### src/rtl/frame_pkg.sv
// Shared frame definitions for the panel frame-buffer read and write paths.
// Holds the readback FSM state encoding, default panel dimensions and the frame length helper.
package frame_pkg;

  typedef enum logic [2:0] {
    IDLE,
    READ,
    WAIT,
    SEND,
    CSUM,
    FIN
  } frame_state_t;

  localparam int PANEL_HEIGHT = 16;
  localparam int PANEL_WIDTH  = 32;

  function automatic int frame_len(input int height, input int width);
    return height * width;
  endfunction

endpackage

### src/rtl/frame_readback.sv
// Streams frame-buffer bytes 0..N-1 (plus a mod-256 sum byte under FRAME_READBACK_CHECKSUM_EN) to the UART TX.
// Latency: first tx_valid 3 cycles after start (READ, WAIT, SEND); 3-cycle byte spacing with tx_ready high.
// Backpressure: holds tx_valid/tx_data in SEND until tx_ready; stalls indefinitely, start ignored unless IDLE.
module frame_readback
  import frame_pkg::*;
#(
  parameter int HEIGHT     = PANEL_HEIGHT,
  parameter int WIDTH      = PANEL_WIDTH,
  parameter int ADDR_WIDTH = 16,
  parameter int DATA_WIDTH = 8
) (
  input  logic                  clock,
  input  logic                  reset_n,
  input  logic                  start,
  output logic                  busy,
  output logic                  done,
  output logic                  rd_en,
  output logic [ADDR_WIDTH-1:0] rd_addr,
  input  logic [DATA_WIDTH-1:0] rd_data,
  output logic [7:0]            tx_data,
  output logic                  tx_valid,
  input  logic                  tx_ready
);

  localparam int N = frame_len(HEIGHT, WIDTH);
  localparam logic [ADDR_WIDTH-1:0] LAST_ADDR = ADDR_WIDTH'(N - 1);

  frame_state_t          state_q;
  frame_state_t          state_d;
  logic [ADDR_WIDTH-1:0] count_q;
  logic [7:0]            byte_q;
  logic                  pixel_hs;

  // Derived from state rather than tx_valid to keep the handshake free of comb feedback.
  assign pixel_hs = (state_q == SEND) && tx_ready;
  assign rd_addr  = count_q;

  always_ff @(posedge clock or negedge reset_n) begin
    if (!reset_n) begin
      state_q <= IDLE;
      count_q <= '0;
      byte_q  <= '0;
    end else begin
      state_q <= state_d;
      if (state_q == WAIT) begin
        byte_q <= 8'(rd_data);
      end
      if (state_q == FIN) begin
        count_q <= '0;
      end else if (pixel_hs && (count_q != LAST_ADDR)) begin
        count_q <= count_q + ADDR_WIDTH'(1);
      end
    end
  end

`ifdef FRAME_READBACK_CHECKSUM_EN
  logic [7:0] sum_q;

  always_ff @(posedge clock or negedge reset_n) begin
    if (!reset_n) begin
      sum_q <= '0;
    end else if ((state_q == IDLE) && start) begin
      sum_q <= '0;
    end else if (pixel_hs) begin
      sum_q <= sum_q + byte_q;
    end
  end
`endif

  always_comb begin
    state_d  = state_q;
    busy     = 1'b0;
    done     = 1'b0;
    rd_en    = 1'b0;
    tx_valid = 1'b0;
    tx_data  = byte_q;
    unique case (state_q)
      IDLE: begin
        if (start) state_d = READ;
      end
      READ: begin
        busy    = 1'b1;
        rd_en   = 1'b1;
        state_d = WAIT;
      end
      WAIT: begin
        busy    = 1'b1;
        state_d = SEND;
      end
      SEND: begin
        busy     = 1'b1;
        tx_valid = 1'b1;
        if (tx_ready) begin
`ifdef FRAME_READBACK_CHECKSUM_EN
          state_d = (count_q == LAST_ADDR) ? CSUM : READ;
`else
          state_d = (count_q == LAST_ADDR) ? FIN : READ;
`endif
        end
      end
`ifdef FRAME_READBACK_CHECKSUM_EN
      CSUM: begin
        busy     = 1'b1;
        tx_valid = 1'b1;
        tx_data  = sum_q;
        if (tx_ready) state_d = FIN;
      end
`endif
      FIN: begin
        done    = 1'b1;
        state_d = IDLE;
      end
      default: state_d = IDLE;
    endcase
  end

endmodule

### config.mk
export PLATFORM = sky130hd
export DESIGN_NAME = frame_readback
export DESIGN_NICKNAME = d
export VERILOG_FILES = /design/src/rtl/frame_pkg.sv /design/src/rtl/frame_readback.sv
export SDC_FILE = /design/constraint.sdc
export NUM_CORES = 1
export LEC_CHECK = 0
export ABC_AREA = 1
export CAP_MARGIN = 40
export CORE_ASPECT_RATIO = 0.6
export CORE_UTILIZATION = 52
export DETAILED_ROUTE_END_ITERATION = 8
export PLACE_DENSITY = 0.85
export SYNTH_ARGS = -nofsm -noshare
export SYNTH_HDL_FRONTEND = slang
export SYNTH_SLANG_ARGS = --single-unit
### constraint.sdc
create_clock -name clock -period 4.8 [get_ports clock]
set_clock_uncertainty 0.15 [all_clocks]
set_input_delay 0.72 -clock clock [delete_from_list [all_inputs] [get_ports clock]]
set_output_delay 0.72 -clock clock [all_outputs]
set_load 0.01 [all_outputs]
==> metrics, run 1 <==
Slew Limit Fails=0; net count after synthesis=220; Post-CTS Setup Bufs=0; Sum Neg Setup Slack=0 ns; Overall Power=820 uW; CTS root buf=clkbuf_8; most common cell after layout, fill and taps aside=nand2_1; min-delay worst type=register to register; Chip Width=a little over 70 um; slew margin rel.=40.5%; CORE AREA=approximately 2600 um2; Netlist Area Pre-Place=1540 um2; largest family of logic cells by synthesized area=simple AND/OR/NAND/NOR gates; initial antenna violation count=0; post-synthesis sequential area ratio=44.0%; Post-Synth XOR/XNOR Area=2.28%; DR WL/cell=approximately 12 um; Worst EP arrival=1.70 ns; Detail Route Antenna Nets=0; Synth Area in Simple Gates=39.4%; max-cap violations=0; CP startpoint kind=register; crit path capture type=output pin; Finished Cell Area=roughly 2000 um2; vias=between 1000 and 1500; final setup vio count=0; DR DRC count=0; FF-to-FF setup slack=2.55 ns; initial detailed-routing violation count=between 100 and 150; first-pass GRT wire length=6.12 mm; # rows=14; unrepaired setup endpoints after global routing=false; # diodes=0; WL final=3.59 mm; Critical Path RT=3.93 ns; Synth Area in Compound Gates=1.55%; commonest non-fill, non-tap cells in the layout=nand2_1 (71), clkdlybuf4s50_1 (39), nor2_1 (34); worst vdd ir=approximately 0.37 mV; vias in the first global route=1316; Synth cell types=23; CTS resizes=0; DR pass1 iterations=4; clk_lat worst skew=around 0.28 ns; Post-Synth Adder-Cell Area=0.815%; Layout area overhead=30.9%; Worst Tran Pin Value=0.890 ns; Pwr Density=408 nW/um2; post-synthesis sequential element count=27; Routability Congestion=0.923; CTS sink cnt=27; Avg Inst Size Synth=7.42 um2; final hold violations=0; Area after DPL=1960 um2; clock-pin transition on the worst setup and hold timing paths=0.10 ns; vias per inst=5.19; Ys Warns=0; input/output buffers=39; die height=44.1 um; Post-Syn Instances=207; Max FO, Critical Path=4; Final nets=262; layout cell share with drive strength beyond 1=10.1%; CTS H-tree depth=1; period utilization=53.6%; status=finished, final reports clean; GRT Util Overall=25.7%; Setup CP Type=register to output pin; num ports=40; post-place setup slack=2.29 ns; initial core utilization=58.0%; DPL Wire Length=2.58 mm; Leak Pwr=approximately 0.91 nW; Die ar.=3180 um2; pin count of the biggest net entering global routing=28; clock buffer depth=2; min cycle time layout=about 2.6 ns; max frequency=just under 0.4 GHz; mux share of post-synthesis cell area=5.87%; final worst slack=2.23 ns; hold_buf cts=0; TritonCTS clock tree=yes; global route overflow=0; CTS buffer count=3
## report_power, final
part           switching, mW  total [mW]  leakage, nW  internal (mW)
logic                  0.160       0.347        0.537          0.187
clock network         0.0746       0.133       0.0255         0.0583
registers             0.0539       0.340        0.348          0.286
total                  0.288       0.820        0.911          0.531
## logic make-up (layout without fill, tap and decap cells)
logic type,count (synthesis),count (layout)
DFF,27,27
xor gates and xnor gates,4,4
adders and majority gates,1,1
and+or+nand+nor,141,141
AOI/OAI and AO/OA,4,4
buffers and inverters,22,63
muxes,8,8
## path summary, 6_finish.rpt
| kind | startpoint | cells after the start | to |
|---|---|---|---|
| worst max register to register | rd_addr[0] | 8 | rd_addr[3] |
| worst min-delay path | tx_data[2] | 1 | tx_data[2] |
| worst max-delay path | state_q[1] | 4 | done |
| worst min register to register | tx_data[2] | 1 | tx_data[2] |
| min in group asynchronous | reset_n | 2 | state_q[0] |
| max in group asynchronous | reset_n | 2 | rd_addr[2] |
## routing by layer
metal | part of all wire (%) | routed length (um) | GRT usage, %
met1 | 48 | 1710 | 38.4
met2 | 41 | 1460 | 37.2
met3 | 11 | 398 | 7.06
met4 | 0.64 | 23 | 6.27
met5 | 0 | 0 | 0
## worst max-delay path: stages, from the launching register on
cell and delay, ns:
dfrtp_1 0.42, inv_1 0.08, nand2_1 0.10, nor2_2 0.23, clkdlybuf4s50_1 0.59
## state kept, by name, summed over array words and instances, names as in the netlist
register / cells
state_q: 3
rd_addr: 16
tx_data: 8
## area by class of cell
class,count,area [um2]
flip-flops and latches,27,676
clock inverters,1,5.00
inverters,19,72.6
clock buffers,3,41.3
multi-input cells,158,767
repair buffers,40,398
fillers,203,636
well taps,40,50.0
## stage by stage
step	instances	utilization [%]	hold slack, ns
6_report	288	76.0	0.370
3_3_place_gp	284	74.2	0.338
4_1_cts	288	76.0	0.370
5_1_grt	288	76.0	0.382
2_1_floorplan	207	-	0.274
3_5_place_dp	284	74.2	0.344
## cell usage after synthesis (all sizes together)
cell type | instances | area, um2
nor3 | 1 | 5.00
mux2 | 8 | 90.1
ha | 1 | 12.5
nand4 | 13 | 81.3
dfrtp | 27 | 676
o221ai | 1 | 8.76
inv | 16 | 60.1
clkinv | 3 | 12.5
xor2 | 4 | 35.0
nand2 | 75 | 297
clkbuf | 1 | 3.75
nand3 | 14 | 70.1
or2 | 1 | 6.26
nor2 | 37 | 146
buf | 2 | 16.3
o21ai | 3 | 15.0
Power figures use the tool's default switching activity.
==> inputs of run 2 (changes only) <==
--- a/config.mk
+++ b/config.mk
@@ -8,9 +8,9 @@
 export ABC_AREA = 1
 export CAP_MARGIN = 40
 export CORE_ASPECT_RATIO = 0.6
-export CORE_UTILIZATION = 52
+export CORE_UTILIZATION = 43
 export DETAILED_ROUTE_END_ITERATION = 8
-export PLACE_DENSITY = 0.85
+export PLACE_DENSITY = 0.75
 export SYNTH_ARGS = -nofsm -noshare
 export SYNTH_HDL_FRONTEND = slang
 export SYNTH_SLANG_ARGS = --single-unit
==> constraint.sdc (replaced) <==
create_clock -name clock -period 2.14 [get_ports clock]
set_clock_uncertainty 0.15 [all_clocks]
set_input_delay 0.321 -clock clock [delete_from_list [all_inputs] [get_ports clock]]
set_output_delay 0.321 -clock clock [all_outputs]
set_load 0.01 [all_outputs]
==> run 2 against run 1 <==
  * Via count is 1.1% lower
  * Clock-buffer cell count stayed put
  * Sequential power is 120% higher
  * First-iteration DRC count is 6.6% lower
  * Die area is 20% higher
  * Critical path depth stayed put
  * Sequential share of layout area is 1.2 points lower
  * Utilization is 13 points lower
  * Non-clock buffer count is 7 higher
  * Combinational power is 140% higher
  * Clock power is 130% higher
  * Flip-flop and latch count stayed put
  * Critical endpoint is now rd_en
==> metrics, run 2 (synthesis results as in run 1) <==
Setup CP Type=register to output pin; Pwr Density=903 nW/um2 (+120%); CTS H-tree depth=1 (unchanged); FILL cells=329 (+62%); vias=1478 (-1.1%); Overall Power=1.88 mW (+130%); CTS buffer count=3 (unchanged); Worst EP arrival=1.57 ns (-0.13 ns); max FFs per register=16 (unchanged); commonest non-fill, non-tap cells in the layout=nand2_1 (70), clkdlybuf4s50_1 (38), nor2_1 (34); clock buffer depth=2 (unchanged); Chip Width=79.1 um (+9.7%); vias per inst=4.93 (-5.0%); min cycle time layout=between 2 and 2.5 ns; final hold violations=0 (unchanged); clk_lat worst skew=0.27 ns (about the same); CTS root buf=clkbuf_8; RR Endpoint=rd_addr[7]; Critical Path Slowest Stage Cell=clkdlybuf4s50_1; min-delay worst type=input port to asynchronous set/reset pin; Die ar.=3820 um2 (+20%); Layout area overhead=35.5%; layout cell share with drive strength beyond 1=12.9% (+2.9 points); pin count of the biggest net entering global routing=28 (unchanged); DR pass1 iterations=4 (unchanged); Leak Pwr=0.963 nW (+5.7%); initial core utilization=46.2% (-12 points); Critical Path RT=1.67 ns (-2.26 ns); CTS sink cnt=27 (unchanged); hold slack=0.257 ns (-0.113 ns); input/output buffers=39 (unchanged); crit path capture type=output pin; vias in the first global route=1262 (-4.1%); slew margin rel.=70.7% (+30 points); period utilization=95.3%; R2R depth=12 (+4); first-pass GRT wire length=5.97 mm (-2.5%); global route overflow=0 (unchanged); most common cell after layout, fill and taps aside=nand2_1; crit path cell chain=inv_1, nand2_2, nor2_1, clkdlybuf4s50_1; Final nets=269 (+2.7%); initial antenna violation count=0 (unchanged); WL final=3.63 mm (+1.2%); Max stage delay on crit path=0.54 ns (-0.05 ns); Slew Limit Fails=0 (unchanged); GRT Util Overall=21.0% (-4.7 points); die height=48.3 um (+9.5%); DR DRC count=0 (unchanged); Max FO, Critical Path=4 (unchanged); Detail Route Antenna Nets=0 (unchanged); clock-pin transition on the worst setup and hold timing paths=0.10 ns (about the same); Non-Filler Instances=300 (+4.2%); hold_buf cts=0 (unchanged); num ports=40 (unchanged); initial detailed-routing violation count=128 (-6.6%); Sum Neg Setup Slack=0 ns (unchanged); Worst Tran Pin Value=0.439 ns (-0.451 ns); # diodes=0 (unchanged); # rows=16 (+2); max frequency=0.490 GHz; FF-to-FF setup slack=0.24 ns (-2.31 ns); CP startpoint kind=register; max-cap violations=0 (unchanged); final setup vio count=0 (unchanged); status=finished, final reports clean; CORE AREA=3320 um2 (+26%); worst vdd ir=0.717 mV (+96%); Routability Congestion=0.872 (-5.5%); placed cell count=294 (+3.5%); DR WL/cell=12.1 um (-2.8%); TritonCTS clock tree=yes; DPL Wire Length=2.63 mm (+1.9%); R2R Path Start=rd_addr[0]
-- run 2: changes by cell type in the layout (fill, tap and decap cells not counted), sizes merged --
cell / change
clkdlybuf4s50: -1
buf: +7
dlymetal6s2s: +1
clkinv: -1
clkinvlp: +1
-- run 2: layout make-up --
cell class | instances | area, um2 | share of cell area, %
clock buffer | 3 | 41.3 | 1.98
multi-input combinational | 158 | 774 | 37.2
inverter | 19 | 72.6 | 3.49
sequential | 27 | 676 | 32.5
timing repair buffer | 47 | 453 | 21.8
clock inverter | 1 | 7.51 | 0.361
tap | 45 | 56.3 | 2.71
-- run 2: timing repair --
item,4_1_cts,5_1_grt
endpoints found under the setup margin,1,2
resized for setup,1,2
buffers inserted,0,1
cloned,0,0
pin swaps,0,1
-- run 2: how the worst max path moves through the flow --
stage | from | to | cells past startpoint
2_1_floorplan | rd_addr[0] | rd_addr[10] | 12
3_3_place_gp | tx_ready | rd_addr[3] | 5
3_5_place_dp | tx_ready | rd_addr[2] | 5
4_1_cts | state_q[1] | done | 4
5_1_grt | state_q[1] | rd_en | 4
6_report | state_q[1] | rd_en | 4
-- run 2: routing by layer --
layer	part of all wire, %	wire [um]	vias to the layer above	GRT usage (%)
li1	-	-	754	-
met1	52	1870	654	31.4
met2	39	1420	66	29.7
met3	8.6	313	4	6.92
met4	0.61	22	0	3.27
met5	0	0	-	0
-- run 2: report_power, final --
group	switching, mW	total, mW	internal [mW]
clock network	0.168	0.300	0.132
logic	0.392	0.840	0.449
registers	0.0969	0.739	0.642
total	0.656	1.88	1.22
-- run 2: critical path, delay by kind of cell, from the launching register on --
kind	cells	cell delay, ns
buf+inv	2	0.65
flops	1	0.43
simple gates	2	0.21
-- run 2: metrics by stage --
step / util [%] / setup WS (ns) / cell area [um2]
after floorplan: - / 0.353 / 1540
after global placement: 60.4 / 0.0564 / 2010
after detailed placement: 60.4 / 0.0315 / 2010
after CTS: 62.0 / 0.0253 / 2060
after global routing: 62.6 / -0.0116 / 2080
final: 62.6 / 0.101 / 2080
